$ cat src/rtl/counter_sequencer_pkg.sv
// Shared encodings for the command-driven counter sequencer.
package counter_sequencer_pkg;

  typedef enum logic [1:0] {
    OP_NOP  = 2'b00,
    OP_UP   = 2'b01,
    OP_DOWN = 2'b10,
    OP_LOAD = 2'b11
  } op_e;

  typedef enum logic [1:0] {
    ST_IDLE = 2'd0,
    ST_RUN  = 2'd1,
    ST_DONE = 2'd2
  } state_e;

endpackage

$ cat src/rtl/counter_sequencer_core.sv
// Counter datapath: load, single up/down step and boundary detection.
// With COUNTER_SEQUENCER_SAT_EN defined the counter saturates instead of wrapping.
module counter_sequencer_core #(
  parameter int unsigned WIDTH = 3
) (
  input  logic             clk,
  input  logic             rst,
  input  logic             en,
  input  logic             dir,
  input  logic             ld,
  input  logic [WIDTH-1:0] ld_val,
  output logic [WIDTH-1:0] count,
  output logic             bound
);

  localparam logic [WIDTH-1:0] One = WIDTH'(1);

  logic [WIDTH-1:0] count_q, count_d;

  // High when a step in the current direction would cross the range edge.
  assign bound = dir ? (count_q == '1) : (count_q == '0);
  assign count = count_q;

  always_comb begin
    count_d = count_q;
    if (ld) begin
      count_d = ld_val;
    end else if (en) begin
`ifdef COUNTER_SEQUENCER_SAT_EN
      if (!bound) begin
        count_d = dir ? (count_q + One) : (count_q - One);
      end
`else
      count_d = dir ? (count_q + One) : (count_q - One);
`endif
    end
  end

  always_ff @(posedge clk) begin
    if (!rst) begin
      count_q <= '0;
    end else begin
      count_q <= count_d;
    end
  end

endmodule

$ cat src/rtl/counter_sequencer.sv
// Sequenced up/down counter: accepts LOAD/UP/DOWN/NOP commands and steps one count per clock.
// Optional saturation instead of wrap is selected by COUNTER_SEQUENCER_SAT_EN.
module counter_sequencer
  import counter_sequencer_pkg::*;
#(
  parameter int unsigned WIDTH = 3,
  parameter int unsigned STEPW = 4
) (
  input  logic             clk,
  input  logic             rst,
  input  logic             cmd_valid,
  output logic             cmd_ready,
  input  logic [1:0]       cmd_op,
  input  logic [STEPW-1:0] cmd_arg,
  input  logic             pause,
  output logic [WIDTH-1:0] count,
  output logic             busy,
  output logic             done,
  output logic             wrap
);

  localparam logic [STEPW-1:0] RemOne = STEPW'(1);

  state_e           state_q, state_d;
  logic [STEPW-1:0] rem_q, rem_d;
  logic             dir_q, dir_d;
  logic             done_q, wrap_q;
  logic             accept, step_en, load_en, bound;
  op_e              op;

  assign op        = op_e'(cmd_op);
  assign cmd_ready = (state_q == ST_IDLE) && rst;
  assign accept    = cmd_valid && cmd_ready;
  assign busy      = (state_q != ST_IDLE);
  assign done      = done_q;
  assign wrap      = wrap_q;

  always_comb begin
    state_d = state_q;
    rem_d   = rem_q;
    dir_d   = dir_q;
    step_en = 1'b0;
    load_en = 1'b0;
    unique case (state_q)
      ST_IDLE: begin
        if (accept) begin
          unique case (op)
            OP_LOAD: begin
              load_en = 1'b1;
              state_d = ST_DONE;
            end
            OP_NOP: state_d = ST_DONE;
            OP_UP, OP_DOWN: begin
              if (cmd_arg == '0) begin
                state_d = ST_DONE;
              end else begin
                rem_d   = cmd_arg;
                dir_d   = (op == OP_UP);
                state_d = ST_RUN;
              end
            end
            default: state_d = ST_DONE;
          endcase
        end
      end
      ST_RUN: begin
        // Pause freezes both the counter and the remaining-step count.
        if (!pause) begin
          step_en = 1'b1;
          rem_d   = rem_q - RemOne;
          if (rem_q == RemOne) begin
            state_d = ST_DONE;
          end
        end
      end
      ST_DONE: state_d = ST_IDLE;
      default: state_d = ST_IDLE;
    endcase
  end

  always_ff @(posedge clk) begin
    if (!rst) begin
      state_q <= ST_IDLE;
      rem_q   <= '0;
      dir_q   <= 1'b0;
      done_q  <= 1'b0;
      wrap_q  <= 1'b0;
    end else begin
      state_q <= state_d;
      rem_q   <= rem_d;
      dir_q   <= dir_d;
      done_q  <= (state_d == ST_DONE);
      wrap_q  <= step_en && bound;
    end
  end

  counter_sequencer_core #(
    .WIDTH (WIDTH)
  ) u_core (
    .clk    (clk),
    .rst    (rst),
    .en     (step_en),
    .dir    (dir_q),
    .ld     (load_en),
    .ld_val (cmd_arg[WIDTH-1:0]),
    .count  (count),
    .bound  (bound)
  );

endmodule

$ cat config.mk
export PLATFORM = sky130hd
export DESIGN_NAME = counter_sequencer
export DESIGN_NICKNAME = d
export VERILOG_FILES = /design/src/rtl/counter_sequencer_pkg.sv /design/src/rtl/counter_sequencer_core.sv /design/src/rtl/counter_sequencer.sv
export SDC_FILE = /design/constraint.sdc
export NUM_CORES = 1
export LEC_CHECK = 0
export ABC_AREA = 1
export CORE_MARGIN = 8
export CORE_UTILIZATION = 49
export CTS_BUF_LIST = sky130_fd_sc_hd__clkbuf_16
export CTS_CLUSTER_SIZE = 30
export DETAILED_ROUTE_END_ITERATION = 6
export PLACE_DENSITY = 0.77
export SLEW_MARGIN = 20
export SYNTH_ARGS = -nofsm -noshare
export SYNTH_HDL_FRONTEND = slang
export SYNTH_SLANG_ARGS = --single-unit
$ cat constraint.sdc
create_clock -name clk -period 1.33 [get_ports clk]
set_input_delay 0.3325 -clock clk [delete_from_list [all_inputs] [get_ports clk]]
set_output_delay 0.3325 -clock clk [all_outputs]
set_load 0.01 [all_outputs]
==> impl_metrics.env, run 1 <==
export IMPL_status="finished with violations"
export IMPL_violations="negative setup slack"
export IMPL_tightest_slew_ns=0.202
export IMPL_synth_top_family_by_area="simple AND/OR/NAND/NOR gates"
export IMPL_hold_buffers=0
export IMPL_first_pass_iters=6
export IMPL_p_sw_frac=0.276
export IMPL_p_per_area_nw_per_um2=1070
export IMPL_final_nets=176
export IMPL_final_util=0.786
export IMPL_path_cells="inv_1 > nand2_2 > nor2_2 > buf_2"
export IMPL_die_h_um=56.6
export IMPL_num_vias=899
export IMPL_finalWirelength_um=2230
export IMPL_cts_buffer_depth=2
export IMPL_reg2reg_from="state_q[1]$_SDFF_PN0_"
export IMPL_numCtsBuffers=3
export IMPL_slowest_delay_ns=0.30
export IMPL_placed_area_um2=1080
export IMPL_pin_count=17
export IMPL_path_class="flip-flop to output pin"
export IMPL_grt_usage=0.136
export IMPL_area_growth_pct=48.6
export IMPL_rsz0062_at_grt="yes"
export IMPL_reg2reg_depth=8
export IMPL_synth_compound_area_frac=0.0528
export IMPL_hold_path_endpoint="rem_q[1]$_SDFFE_PN0P_"
export IMPL_crit_arrival_ns=1.00
export IMPL_final_common_cell="nand2_1"
export IMPL_cts_tree="built"
export IMPL_synth_xor_area_frac=0
export IMPL_yosys_mux_area_fraction=0
export IMPL_final_cell_area_um2=1200
export IMPL_crit_slowest_cell="dfxtp_1"
export IMPL_synth_seq_area_share=0.298
export IMPL_overflow=0
export IMPL_grt_pass1_wl_um=3560
export IMPL_critical_path_buf_inv_count=2
export IMPL_fin_skew_ns=0.00116
export IMPL_die_width_um=56.6
export IMPL_cp_end_kind="output pin"
export IMPL_min_period_over_period=1.00
export IMPL_p_sw_w=0.000353
export IMPL_drtIter0Drc=28
export IMPL_drc=0
export IMPL_synth_avg_cell_area_um2=6.50
export IMPL_seq_area_um2=244
export IMPL_min_from="rem_q[1]$_SDFFE_PN0P_"
export IMPL_n_fill_cell=119
export IMPL_dieArea_um2=3200
export IMPL_start_util=0.529
export IMPL_fin_crit_ns=1.33
export IMPL_slew_headroom=0.864
export IMPL_ir_drop_uv=1020
export IMPL_grt_max_degree=12
export IMPL_final_cell_mix="34 x nand2_1, 17 x inv_1, 16 x buf_4, 15 x nor2_1, 12 x nand3_1"
export IMPL_drtAntennaViolNets=0
export IMPL_slew_viol_final=0
export IMPL_drt_vias_per_instance=5.11
export IMPL_synthAdderAreaFrac=0.0870
export IMPL_hold_viol=0
export IMPL_wl_per_cell_um=12.7
export IMPL_max_freq_ghz=0.749
export IMPL_worst_slack_ns=-0.00468
export IMPL_diodes=0
export IMPL_crit_required_ns=1.00
export IMPL_ys_warn_count=0
export IMPL_p_leak_nw=0.637
export IMPL_cts_root_buffer="clkbuf_16"
export IMPL_gp_congestion=0.839
export IMPL_syn_cell_area_um2=806
export IMPL_drive_gt1_frac=0.263
export IMPL_synth_simple_area_share=0.457
export IMPL_cp_start_kind="flip-flop"
export IMPL_clock_sinks=12
export IMPL_finalSetupViolCount=1
export IMPL_r2r_end="u_core.count[0]$_SDFFE_PN0P_"
export IMPL_synthCells=124
export IMPL_path_clk_slew_ns=0.04
export IMPL_row_count=14
export IMPL_grt_antenna_before_repair=0
export IMPL_comb_power_share=0.243
export IMPL_holdPathStages=2
export IMPL_io_buffer_count=16
export IMPL_multi_input_area_um2=508
export IMPL_synth_cell_types=19
export IMPL_syn_nets=139
export IMPL_dpl_hpwl_um=1590
export IMPL_rrSetupSlack_ns=0.07
export IMPL_hp_class="flip-flop to flip-flop"
export IMPL_pwr_share_clk=0.441
export IMPL_ys_ff_latch=12
export IMPL_power_share_sequential=0.316
export IMPL_htree_num_levels=1
export IMPL_cpLargestDelayFamily="flip-flops"
export IMPL_first_global_vias=867
export IMPL_clk_latency_ns=0.24
export IMPL_cap_viol_max_count=0
export IMPL_p_int_w=0.000926
export IMPL_core_area_um2=1520
export IMPL_worst_path_max_fanout=2
==> metal layers <==
layer,routed length [µm],part of all wire,vias up,GRT usage
li1,-,-,456,-
met1,943,0.42,404,0.151
met2,1090,0.49,31,0.230
met3,131,0.059,8,0.0337
met4,61,0.027,0,0.0722
met5,0,0,-,0
==> worst max path at each step <==
stage,startpoint,to,slack [ns],depth (start not counted)
after floorplan,u_core.count[0]$_SDFFE_PN0P_,u_core.count[2]$_SDFFE_PN0P_,0.13,7
final,state_q[1]$_SDFF_PN0_,cmd_ready,-0.005,4
after global placement,rst,cmd_ready,-0.57,4
after detailed placement,rst,cmd_ready,-0.57,4
after global routing,state_q[1]$_SDFF_PN0_,cmd_ready,-0.02,4
after CTS,rst,cmd_ready,-0.18,4
==> worst min-delay path, stage by stage, from the launching register on <==
cell	delay [ns]
dfxtp_2	0.34
a21oi_1	0.04
nor2_1	0.09
==> stage by stage <==
stage          hold WS [ns]  setup TNS (ns)  setup WS [ns]  cells  total power (W)
2_1_floorplan         0.467               0          0.126    124         0.000575
3_3_place_gp          0.511           -4.21         -0.566    170         0.000695
3_5_place_dp          0.527           -4.49         -0.565    170         0.000703
4_1_cts               0.531          -0.410         -0.184    175          0.00127
5_1_grt               0.544         -0.0604        -0.0165    176          0.00134
6_report              0.497        -0.00468       -0.00468    176          0.00128
==> power by group through the flow <==
stage / clock network [W] / logic, W / registers, W
2_1_floorplan: 0 / 0.000163 / 0.000412
3_3_place_gp: 0 / 0.000287 / 0.000407
3_5_place_dp: 0 / 0.000294 / 0.000408
4_1_cts: 0.000565 / 0.000298 / 0.000403
5_1_grt: 0.000587 / 0.000344 / 0.000407
6_report: 0.000564 / 0.000311 / 0.000405
==> logic make-up (layout without fill, tap and decap cells) <==
logic type               after synthesis  count (layout)
buffers and inverters                 20              56
adder cells (fa/ha/maj)                5               5
AND/OR/NAND/NOR                       79              79
AO/OA/AOI/OAI                          8               8
flip-flops                            12              12
==> cell type report <==
cell class                      instances  share of cell area
Multi-Input combinational cell         92               0.424
Timing Repair Buffer                   33               0.230
Sequential cell                        12               0.204
Clock buffer                            3              0.0627
Inverter                               19              0.0596
Tap cell                               16              0.0167
Clock inverter                          1             0.00313
==> sequential cells by signal (all words and copies together), names as in the netlist <==
name	count
u_core.count	3
rem_q	4
wrap	1
state_q	2
dir_q	1
done	1
==> Yosys cell counts, drive strengths merged <==
master   n  area [µm²]
nand3   13        70.1
or2      1        6.26
fa       1        20.0
o21ai    2        10.0
clkbuf   1        13.8
nand2   40         173
nand3b   2        15.0
nand4    2        12.5
a211oi   1        7.51
a21oi    5        25.0
inv     19        71.3
ha       4        50.1
nor2    21        91.3
dfxtp   12         240
==> what timing repair did <==
action,CTS,global route
buffers inserted,1,1
gates resized for setup,21,9
gates cloned,0,0
endpoints found under the setup margin,17,11
pin swaps,4,4
No activity file was read; power rests on OpenSTA's default activity.
==> run 2, diff against run 1 <==
--- a/config.mk
+++ b/config.mk
@@ -11,6 +11,7 @@
 export CTS_BUF_LIST = sky130_fd_sc_hd__clkbuf_16
 export CTS_CLUSTER_SIZE = 30
 export DETAILED_ROUTE_END_ITERATION = 6
+export GPL_TIMING_DRIVEN = 0
 export PLACE_DENSITY = 0.77
 export SLEW_MARGIN = 20
 export SYNTH_ARGS = -nofsm -noshare
==> run 2 against run 1 <==
Effect of this change: the run now ends clean; non-clock buffer count is 15 lower; worst hold slack worse by 0.010 ns; core utilization is 5.3 points lower; critical path depth stayed put; sequential power is 2% higher; critical path type unchanged.
==> impl_metrics.env, run 2 (synthesized netlist as in run 1, its figures left out) <==
export IMPL_grt_usage=0.119
export IMPL_htree_num_levels=1
export IMPL_final_nets=161
export IMPL_fin_skew_ns=0.00155
export IMPL_cp_end_kind="output pin"
export IMPL_comb_power_share=0.223
export IMPL_path_clk_slew_ns=0.04
export IMPL_dieArea_um2=3200
export IMPL_core_area_um2=1520
export IMPL_status="completed"
export IMPL_regMostFlops="rem_q"
export IMPL_numCtsBuffers=3
export IMPL_fin_cells=161
export IMPL_post_place_ws_ns=-0.694
export IMPL_slowest_delay_ns=0.35
export IMPL_first_global_vias=746
export IMPL_holdWs_ns=0.487
export IMPL_critical_path_buf_inv_count=2
export IMPL_p_per_area_nw_per_um2=1110
export IMPL_p_sw_w=0.000339
export IMPL_total_power_w=0.00124
export IMPL_diodes=0
export IMPL_final_common_cell="nand2_1"
export IMPL_dpl_hpwl_um=1480
export IMPL_wl_per_cell_um=12.5
export IMPL_tightest_slew_ns=0.207
export IMPL_first_pass_iters=4
export IMPL_drt_vias_per_instance=5.18
export IMPL_start_util=0.529
export IMPL_slew_viol_final=0
export IMPL_clock_sinks=12
export IMPL_row_count=14
export IMPL_hold_viol=0
export IMPL_final_cell_mix="34 x nand2_1, 15 x inv_1, 15 x nor2_1, 12 x nand3_1, 7 x dlygate4sd2_1"
export IMPL_crit_arrival_ns=0.96
export IMPL_cts_tree="built"
export IMPL_power_share_sequential=0.332
export IMPL_cp_start_kind="flip-flop"
export IMPL_dp_cells=156
export IMPL_area_growth_pct=38.7
export IMPL_fin_crit_ns=1.29
export IMPL_p_int_w=0.000902
export IMPL_path_class="flip-flop to output pin"
export IMPL_finalSetupViolCount=0
export IMPL_crit_required_ns=1.00
export IMPL_worst_slack_ns=0.0407
export IMPL_worst_path_max_fanout=4
export IMPL_final_cell_area_um2=1120
export IMPL_cap_viol_max_count=0
export IMPL_finalWirelength_um=2010
export IMPL_gp_congestion=0.863
export IMPL_grt_max_degree=11
export IMPL_path_cells="inv_2 > nand2_2 > nor2_4 > buf_6"
export IMPL_crit_slowest_cell="dfxtp_2"
export IMPL_drtAntennaViolNets=0
export IMPL_largest_reg_flops=4
export IMPL_hold_buffers=0
export IMPL_p_leak_nw=0.574
export IMPL_drc=0
export IMPL_min_period_over_period=0.969
export IMPL_drive_gt1_frac=0.228
export IMPL_p_sw_frac=0.273
export IMPL_die_h_um=56.6
export IMPL_grt_antenna_before_repair=0
export IMPL_io_buffer_count=16
export IMPL_max_freq_ghz=0.776
export IMPL_cts_root_buffer="clkbuf_16"
export IMPL_placed_area_um2=986
export IMPL_grt_pass1_wl_um=3160
export IMPL_drtIter0Drc=25
export IMPL_cts_buffer_depth=2
export IMPL_ir_drop_uv=643
export IMPL_die_width_um=56.6
export IMPL_num_vias=834
export IMPL_cpLargestDelayFamily="flip-flops"
export IMPL_overflow=0
export IMPL_clk_latency_ns=0.24
export IMPL_pwr_share_clk=0.445
export IMPL_hp_class="flip-flop to flip-flop"
export IMPL_pin_count=17
export IMPL_slew_headroom=0.862
==> run 2: routing by layer <==
layer | up-vias | track usage | wire length, µm
met5 | - | 0 | 0
met4 | 0 | 0.0619 | 25
met3 | 4 | 0.0360 | 95
met2 | 20 | 0.196 | 1010
met1 | 385 | 0.132 | 882
li1 | 425 | - | -
==> run 2: area by class of cell <==
| class | count | area (µm²) |
|---|---|---|
| Clock buffer | 3 | 75.1 |
| Tap cell | 16 | 20.0 |
| Multi-Input combinational cell | 92 | 524 |
| Timing Repair Buffer | 17 | 158 |
| Clock inverter | 1 | 3.75 |
| Fill cell | 126 | 407 |
| Sequential cell | 12 | 251 |
| Inverter | 19 | 71.3 |
| Buffer | 1 | 13.8 |
==> run 2: tightest hold or removal path, stage by stage, from the launching register on <==
cell	delay, ns
dfxtp_2	0.33
a21oi_1	0.04
nor2_1	0.08
==> run 2: path summary, 6_finish.rpt <==
check | slack [ns] | cells after the start | endpoint | start
setup / recovery | 0.04 | 4 | cmd_ready | state_q[1]$_SDFF_PN0_
hold reg to reg | 0.49 | 2 | rem_q[1]$_SDFFE_PN0P_ | rem_q[1]$_SDFFE_PN0P_
setup reg to reg | 0.08 | 7 | u_core.count[1]$_SDFFE_PN0P_ | state_q[0]$_SDFF_PN0_
hold / removal | 0.49 | 2 | rem_q[1]$_SDFFE_PN0P_ | rem_q[1]$_SDFFE_PN0P_
==> run 2: power by group through the flow <==
stage | registers (W) | logic [W] | clock network (W)
6_report | 0.000412 | 0.000277 | 0.000552
4_1_cts | 0.000409 | 0.000260 | 0.000557
2_1_floorplan | 0.000412 | 0.000163 | 0
3_3_place_gp | 0.000412 | 0.000250 | 0
5_1_grt | 0.000416 | 0.000307 | 0.000579
3_5_place_dp | 0.000414 | 0.000255 | 0
==> run 2: repair_timing <==
action                                  in CTS  in global routing
buffers inserted                             1                  0
gates resized for setup                     25                 16
gates cloned                                 0                  0
pin swaps                                    4                  3
endpoints found under the setup margin      17                  9
==> run 2: stage by stage <==
step	TNS, ns	utilization
2_1_floorplan	0	-
3_3_place_gp	-4.56	0.647
3_5_place_dp	-5.08	0.647
4_1_cts	0	0.711
5_1_grt	-0.0324	0.733
6_report	0	0.733
